### src/rtl/refresh_interleaver.sv
// -----------------------------------------------------------------------------
// refresh_interleaver
//
// Refresh command generator for the DIMM model. A free-running interval
// counter accumulates refresh debt, one unit per TREFI enabled cycles, up to
// MAXPOSTPONE. When debt is outstanding and the controller is idle (or the
// debt has saturated), a sweep is started. A sweep is either a single
// all-bank REF or a sequence of per-bank REFs covering every bank group and
// bank, followed by a recovery window. Commands are offered to the command
// mux through a valid/ready handshake.
//
// Ports:
//   clk           clock
//   rst           synchronous active-high reset
//   enable        interval counting and new sweeps allowed
//   mode          0 = all-bank REF, 1 = per-bank sweep (latched at sweep start)
//   busy          controller busy; defers non-urgent sweeps
//   cmd_valid     REF command presented
//   cmd_ready     command accepted when high together with cmd_valid
//   cmd_bg        target bank group
//   cmd_ba        target bank
//   cmd_A         REF_ENC while cmd_valid, else 0
//   cmd_allbank   1 for an all-bank REF
//   debt          outstanding refreshes
//   urgent        debt has reached MAXPOSTPONE
//   overflow      sticky: an interval expired while debt was saturated
//   sweep_active  high from sweep start until the end of recovery
// -----------------------------------------------------------------------------
module refresh_interleaver #(
  parameter int                   BGWIDTH     = 2,
  parameter int                   BAWIDTH     = 2,
  parameter int                   ADDRWIDTH   = 17,
  parameter logic [ADDRWIDTH-1:0] REF_ENC     = 17'b00100000000000001,
  parameter int                   TREFI       = 5200,
  parameter int                   TRRD        = 4,
  parameter int                   TRFC_PB     = 120,
  parameter int                   TRFC_AB     = 260,
  parameter int                   MAXPOSTPONE = 8,
  parameter int                   ORDER       = 0
) (
  input  logic                                 clk,
  input  logic                                 rst,
  input  logic                                 enable,
  input  logic                                 mode,
  input  logic                                 busy,
  output logic                                 cmd_valid,
  input  logic                                 cmd_ready,
  output logic [BGWIDTH-1:0]                   cmd_bg,
  output logic [BAWIDTH-1:0]                   cmd_ba,
  output logic [ADDRWIDTH-1:0]                 cmd_A,
  output logic                                 cmd_allbank,
  output logic [$clog2(MAXPOSTPONE+1)-1:0]     debt,
  output logic                                 urgent,
  output logic                                 overflow,
  output logic                                 sweep_active
);

  localparam int IDXW  = BGWIDTH + BAWIDTH;
  localparam int CNTW  = (TREFI > 2) ? $clog2(TREFI) : 1;
  localparam int DEBTW = $clog2(MAXPOSTPONE + 1);
  localparam int TRFC_MAX = (TRFC_AB > TRFC_PB) ? TRFC_AB : TRFC_PB;
  localparam int TMAX  = (TRFC_MAX > TRRD) ? TRFC_MAX : TRRD;
  localparam int TW    = (TMAX > 2) ? $clog2(TMAX) : 1;

  localparam logic [CNTW-1:0]  CNT_LAST = CNTW'(TREFI - 1);
  localparam logic [DEBTW-1:0] DEBT_MAX = DEBTW'(MAXPOSTPONE);
  // Timers are loaded with N-1 so that the state lasts exactly N cycles.
  localparam logic [TW-1:0]    GAP_INIT = TW'((TRRD    > 0) ? TRRD    - 1 : 0);
  localparam logic [TW-1:0]    PB_INIT  = TW'((TRFC_PB > 0) ? TRFC_PB - 1 : 0);
  localparam logic [TW-1:0]    AB_INIT  = TW'((TRFC_AB > 0) ? TRFC_AB - 1 : 0);

  typedef enum logic [1:0] {
    IDLE    = 2'd0,
    ISSUE   = 2'd1,
    GAP     = 2'd2,
    RECOVER = 2'd3
  } state_e;

  // State registers and their next-state values
  state_e               state_q,     state_d;
  logic [CNTW-1:0]      cnt_q,       cnt_d;
  logic [IDXW-1:0]      idx_q,       idx_d;
  logic [TW-1:0]        timer_q,     timer_d;
  logic                 mode_q,      mode_d;
  logic [DEBTW-1:0]     debt_q,      debt_d;
  logic                 overflow_q,  overflow_d;
  logic                 urgent_q,    urgent_d;

  // Registered command outputs
  logic                 valid_q,     valid_d;
  logic [BGWIDTH-1:0]   bg_q,        bg_d;
  logic [BAWIDTH-1:0]   ba_q,        ba_d;
  logic [ADDRWIDTH-1:0] a_q,         a_d;
  logic                 allbank_q,   allbank_d;
  logic                 active_q,    active_d;

  logic                 tick;
  logic                 accept;
  logic                 last_bank;
  logic                 sweep_done;
  logic                 start;
  logic [TW-1:0]        rec_init;
  logic                 rec_zero;

  // ---------------------------------------------------------------------------
  // Interval counter: one tick every TREFI enabled cycles.
  // ---------------------------------------------------------------------------
  assign tick  = enable && (cnt_q == CNT_LAST);
  assign cnt_d = !enable ? cnt_q :
                 tick    ? '0    : cnt_q + 1'b1;

  // ---------------------------------------------------------------------------
  // Handshake and sweep bookkeeping. cmd_valid is exactly "state is ISSUE",
  // so acceptance can be derived from the state register directly.
  // ---------------------------------------------------------------------------
  assign accept     = (state_q == ISSUE) && cmd_ready;
  assign last_bank  = (idx_q == {IDXW{1'b1}});
  assign sweep_done = accept && (!mode_q || last_bank);
  assign start      = (state_q == IDLE) && enable && (debt_q != '0) &&
                      (!busy || urgent_q);

  assign rec_init = mode_q ? PB_INIT : AB_INIT;
  assign rec_zero = mode_q ? (TRFC_PB == 0) : (TRFC_AB == 0);

  // ---------------------------------------------------------------------------
  // Debt accounting. A tick and a sweep completion in the same cycle cancel,
  // so that case neither changes debt nor counts as an overflow.
  // ---------------------------------------------------------------------------
  always_comb begin
    // NOTE: every combinational output gets a default before any branch, so no
    // path leaves a variable unassigned and no latch is inferred.
    debt_d     = debt_q;
    overflow_d = overflow_q;
    if (tick && !sweep_done) begin
      if (debt_q == DEBT_MAX) overflow_d = 1'b1;
      else                    debt_d     = debt_q + 1'b1;
    end else if (sweep_done && !tick) begin
      debt_d = debt_q - 1'b1;
    end
  end

  assign urgent_d = (debt_d == DEBT_MAX);

  // ---------------------------------------------------------------------------
  // Sweep FSM next-state logic.
  // ---------------------------------------------------------------------------
  always_comb begin
    state_d = state_q;
    idx_d   = idx_q;
    timer_d = timer_q;
    mode_d  = mode_q;
    case (state_q)
      IDLE: begin
        if (start) begin
          state_d = ISSUE;
          mode_d  = mode;
          idx_d   = '0;
        end
      end
      ISSUE: begin
        if (accept) begin
          if (sweep_done) begin
            if (rec_zero) begin
              state_d = IDLE;
            end else begin
              state_d = RECOVER;
              timer_d = rec_init;
            end
          end else begin
            idx_d = idx_q + 1'b1;
            // With no spacing required the next bank is offered immediately.
            if (TRRD == 0) begin
              state_d = ISSUE;
            end else begin
              state_d = GAP;
              timer_d = GAP_INIT;
            end
          end
        end
      end
      GAP: begin
        if (timer_q == '0) state_d = ISSUE;
        else               timer_d = timer_q - 1'b1;
      end
      RECOVER: begin
        if (timer_q == '0) state_d = IDLE;
        else               timer_d = timer_q - 1'b1;
      end
      default: state_d = IDLE;
    endcase
  end

  // ---------------------------------------------------------------------------
  // Command outputs, computed from next-state so they can be registered and
  // still line up with the state they describe.
  // ---------------------------------------------------------------------------
  always_comb begin
    valid_d   = (state_d == ISSUE);
    bg_d      = '0;
    ba_d      = '0;
    a_d       = '0;
    allbank_d = 1'b0;
    if (valid_d) begin
      a_d = REF_ENC;
      if (!mode_d) begin
        allbank_d = 1'b1;
      end else if (ORDER == 0) begin
        // Bank address varies fastest within a bank group.
        bg_d = idx_d[IDXW-1:BAWIDTH];
        ba_d = idx_d[BAWIDTH-1:0];
      end else begin
        // Bank group varies fastest for a given bank address.
        ba_d = idx_d[IDXW-1:BGWIDTH];
        bg_d = idx_d[BGWIDTH-1:0];
      end
    end
  end

  assign active_d = (state_d != IDLE);

  // ---------------------------------------------------------------------------
  // Registers
  // ---------------------------------------------------------------------------
  always_ff @(posedge clk) begin
    // NOTE: sequential state uses non-blocking assignments so every register
    // samples the pre-edge values; the reset branch covers every register.
    if (rst) begin
      state_q    <= IDLE;
      cnt_q      <= '0;
      idx_q      <= '0;
      timer_q    <= '0;
      mode_q     <= 1'b0;
      debt_q     <= '0;
      overflow_q <= 1'b0;
      urgent_q   <= 1'b0;
      valid_q    <= 1'b0;
      bg_q       <= '0;
      ba_q       <= '0;
      a_q        <= '0;
      allbank_q  <= 1'b0;
      active_q   <= 1'b0;
    end else begin
      state_q    <= state_d;
      cnt_q      <= cnt_d;
      idx_q      <= idx_d;
      timer_q    <= timer_d;
      mode_q     <= mode_d;
      debt_q     <= debt_d;
      overflow_q <= overflow_d;
      urgent_q   <= urgent_d;
      valid_q    <= valid_d;
      bg_q       <= bg_d;
      ba_q       <= ba_d;
      a_q        <= a_d;
      allbank_q  <= allbank_d;
      active_q   <= active_d;
    end
  end

  assign cmd_valid    = valid_q;
  assign cmd_bg       = bg_q;
  assign cmd_ba       = ba_q;
  assign cmd_A        = a_q;
  assign cmd_allbank  = allbank_q;
  assign debt         = debt_q;
  assign urgent       = urgent_q;
  assign overflow     = overflow_q;
  assign sweep_active = active_q;

endmodule

### config.mk
export PLATFORM = sky130hd
export DESIGN_NAME = refresh_interleaver
export DESIGN_NICKNAME = d
export VERILOG_FILES = /design/src/rtl/refresh_interleaver.sv
export SDC_FILE = /design/constraint.sdc
export NUM_CORES = 1
export LEC_CHECK = 0
export ABC_AREA = 1
export ABC_CLOCK_PERIOD_IN_PS = 4500
export BUFFER_PORTS_ARGS = -buffer_cell sky130_fd_sc_hd__buf_2
export CORE_MARGIN = 2
export CORE_UTILIZATION = 45
export DETAILED_ROUTE_END_ITERATION = 10
export PLACE_DENSITY = 0.71
export SETUP_SLACK_MARGIN = 0.05
export SLEW_MARGIN = 20
export SYNTH_ARGS = -nofsm -noshare
export SYNTH_HDL_FRONTEND = slang
export SYNTH_SLANG_ARGS = --single-unit
### constraint.sdc
create_clock -name clk -period 4.5 [get_ports clk]
set_input_delay 0.45 -clock clk [delete_from_list [all_inputs] [get_ports clk]]
set_output_delay 0.45 -clock clk [all_outputs]
set_load 0.02 [all_outputs]
==> impl_metrics.csv <==
group,metric,value,unit
run_status,status,"finished clean",
synthesis,synth_xor_area_frac,0.0155,
route,routed_wl,4.49,mm
finish,syn2layout_area_growth,7.95,%
route,drt_iter0_drc,92,
sta,finClkSkew,0.0130,ns
die,pin_count,36,
sta,maxSlewViolCount,0,
die,core_area,4790,µm²
grt,antenna_found_initial,0,
route,drc,0,
clock_tree,cts_resized,0,
route,wire_per_inst,10.7,µm
synthesis,muxShareOfSynthArea,0.00497,
clock_tree,hold_buffers,0,
synthesis,synth_compound_gate_area_share,0.0983,
sta,fin_crit,1.91,ns
placement,hpwl,3.44,mm
die,start_util,0.473,
critical_path,path_class,"register to register",
grt,overflow,0,
pwr,power,951,µW
finish,stdcell_area,2450,µm²
synthesis,yosys_warnings,0,
critical_path,cp-end-kind,"register",
route,antenna_left,0,
clock_tree,cts_buffers,5,
sta,setup_viol,0,
die,die_area,5620,µm²
pwr,p_leak,0.00115,µW
clock_tree,cts_max_level,2,
grt,grt_pass1_vias,1775,
route,vias,2004,
synthesis,synth_seq_cells,42,
clock_tree,clkLatencyLatePin,0.31,ns
critical_path,arrival,2.15,ns
pwr,vdd_ir_drop_max,0.000227,V
clock_tree,cts_buffer_depth,2,
pwr,combPwrFrac,0.292,
sta,finalCritPeriodShare,0.424,
finish,fill_cells,516,
critical_path,crit_chain,"inv_1, ha_1, inv_1, nor2_1, nand2_1, nand4_1, o21ai_2, nand4_1, nor2_1",
pwr,switching_power,349,µW
synthesis,netlist_area,2270,µm²
pwr,power_frac_clock,0.255,
sta,fin_hold_ws,0.433,ns
placement,dpl-instance-area,2360,µm²
synthesis,synth_top_family_by_area,"simple AND/OR/NAND/NOR gates",
critical_path,worstPathRequired,4.75,ns
placement,place_congestion,0.882,
grt,track_usage,0.178,
critical_path,cpMaxStageDelayCell,"dfxtp_1",
sta,final_hold_viol_count,0,
critical_path,worst_setup_path_start_kind,"register",
finish,final_nets,363,
placement,port_buffers,20,
clock_tree,post_cts_buffers,0,
synthesis,yosysUniqueCellTypes,27,
synthesis,yosysSeqAreaShare,0.371,
pwr,p_int,602,µW
clock_tree,cts.sink_count,42,
route,drtPass1Iterations,5,
sta,timing.fmax,524,MHz
grt,grt_start_max_net_pins,16,
clock_tree,cts.clk_slew.worst_paths,0.08,ns
sta,rsz0062_at_grt,"false",
grt,grt_first_pass_wirelength,7.75,mm
critical_path,cp_max_fo,7,
synthesis,synth_fa_ha_area_frac,0.0331,
pwr,power.density,389,nW/µm²
pwr,swShare,0.367,
die,rows,25,
synthesis,synth_simple_gate_area_frac,0.335,
finish,drive_above_1_share,0.134,
die,die_h,75.0,µm
finish,diodes,0,
clock_tree,cts_tree,"done",
clock_tree,clockRootBuffer,"clkbuf_8",
die,die_x,75.0,µm
job,drv_cap,0,
synthesis,synth.avg_cell_area,6.87,µm²
sta,setup_tns,0,ns
route,vias_per_cell,4.78,
worst_hold_path,holdCritPathClass,"input pin to register",
pwr,seq_power_share,0.453,
finish,regArea,841,µm²
finish,multi_input_area,1160,µm²
critical_path,slowest_delay,0.46,ns
synthesis,syn_inst,330,
[cell usage in the layout, fill, tap and decap left out, types with 4 or more instances in the layout]
cell	count
ha_1	6
nand2_1	63
conb_1	15
buf_2	20
inv_2	4
nand3_1	25
clkbuf_8	5
nand4_1	8
dfxtp_1	42
inv_1	43
a21oi_1	18
nor3_1	10
nor2_1	46
nand2_2	7
o21ai_0	18
[power by group through the flow]
stage	combinational, µW	clock [µW]	sequential (µW)
floorplan	216	0	450
global placement	272	0	438
detailed placement	277	0	439
CTS	278	249	430
global route	316	262	435
finish	278	243	431
[cells by family after synthesis]
logic type / Yosys count
DFF: 42
and+or+nand+nor: 167
muxes: 1
adders and majority gates: 6
xor gates and xnor gates: 4
other: 1
buffers and inverters: 67
AOI/OAI and AO/OA: 42
[per-stage QoR]
step           setup slack (ns)  std cells  utilization
6_report                   2.59        419        0.511
5_1_grt                    2.36        419        0.511
4_1_cts                    2.62        419        0.511
3_5_place_dp               2.63        411        0.493
3_3_place_gp               2.65        411        0.493
2_1_floorplan              2.81        344            -
[path summary, 6_finish.rpt]
check | startpoint | to | slack, ns | depth (start not counted)
worst max-delay path | debt[0] | cmd_ba[0] | 2.59 | 9
worst min-delay path | enable | cnt_q[0] | 0.43 | 2
worst max register to register | debt[0] | cmd_ba[0] | 2.59 | 9
worst min register to register | overflow | overflow | 0.47 | 1
[sequential cells by signal, summed over array words and instances, names as in the netlist]
| signal | cells |
|---|---|
| sweep_active | 1 |
| urgent | 1 |
| cmd_bg | 2 |
| state_q | 2 |
| cmd_ba | 2 |
| cmd_A | 1 |
| idx_q | 4 |
| overflow | 1 |
| mode_q | 1 |
| cmd_allbank | 1 |
| timer_q | 9 |
| debt | 4 |
| cnt_q | 13 |
[layout make-up]
type | count | area share
sequential | 42 | 0.344
multi-input combinational | 235 | 0.474
clock inverter | 2 | 0.00563
tap | 67 | 0.0343
inverter | 47 | 0.0721
timing repair buffer | 20 | 0.0409
clock buffer | 6 | 0.0297
[synthesized netlist by cell type]
cell type | n | area share
xor2_1 | 3 | 0.012
xnor2_1 | 1 | 0.0039
a21oi_1 | 18 | 0.040
inv_1 | 43 | 0.071
nor2_2 | 3 | 0.0083
nor4_4 | 1 | 0.0094
nor2_1 | 46 | 0.076
o21ai_2 | 1 | 0.0039
clkbuf_1 | 2 | 0.0033
nor3_1 | 10 | 0.022
nor2_4 | 2 | 0.0099
a31oi_1 | 3 | 0.0083
dfxtp_1 | 42 | 0.37
nor3_2 | 1 | 0.0044
nand2_2 | 7 | 0.019
nand3_1 | 25 | 0.055
nor3b_1 | 1 | 0.0033
nand4_1 | 8 | 0.022
o21ai_0 | 18 | 0.040
mux2_2 | 1 | 0.0050
conb_1 | 1 | 0.0017
inv_2 | 4 | 0.0066
ha_1 | 6 | 0.033
buf_4 | 18 | 0.060
nand2_1 | 63 | 0.10
o21a_1 | 1 | 0.0033
o31ai_1 | 1 | 0.0033
[layer usage]
metal / wire length (µm) / global-route usage / vias to the layer above
li1: - / - / 1060
met1: 2200 / 0.241 / 890
met3: 257 / 0.0442 / 6
met2: 1960 / 0.279 / 48
met5: 0 / 0 / -
met4: 64 / 0.0595 / 0
[worst max-delay path: cells and delay by family (launching register included)]
family,cells,cell delay [ns]
simple gates,5,0.78
flops,1,0.46
compound gates,1,0.26
fa+ha+maj,1,0.20
buf+inv,2,0.16
No activity file was read; power rests on OpenSTA's default activity.
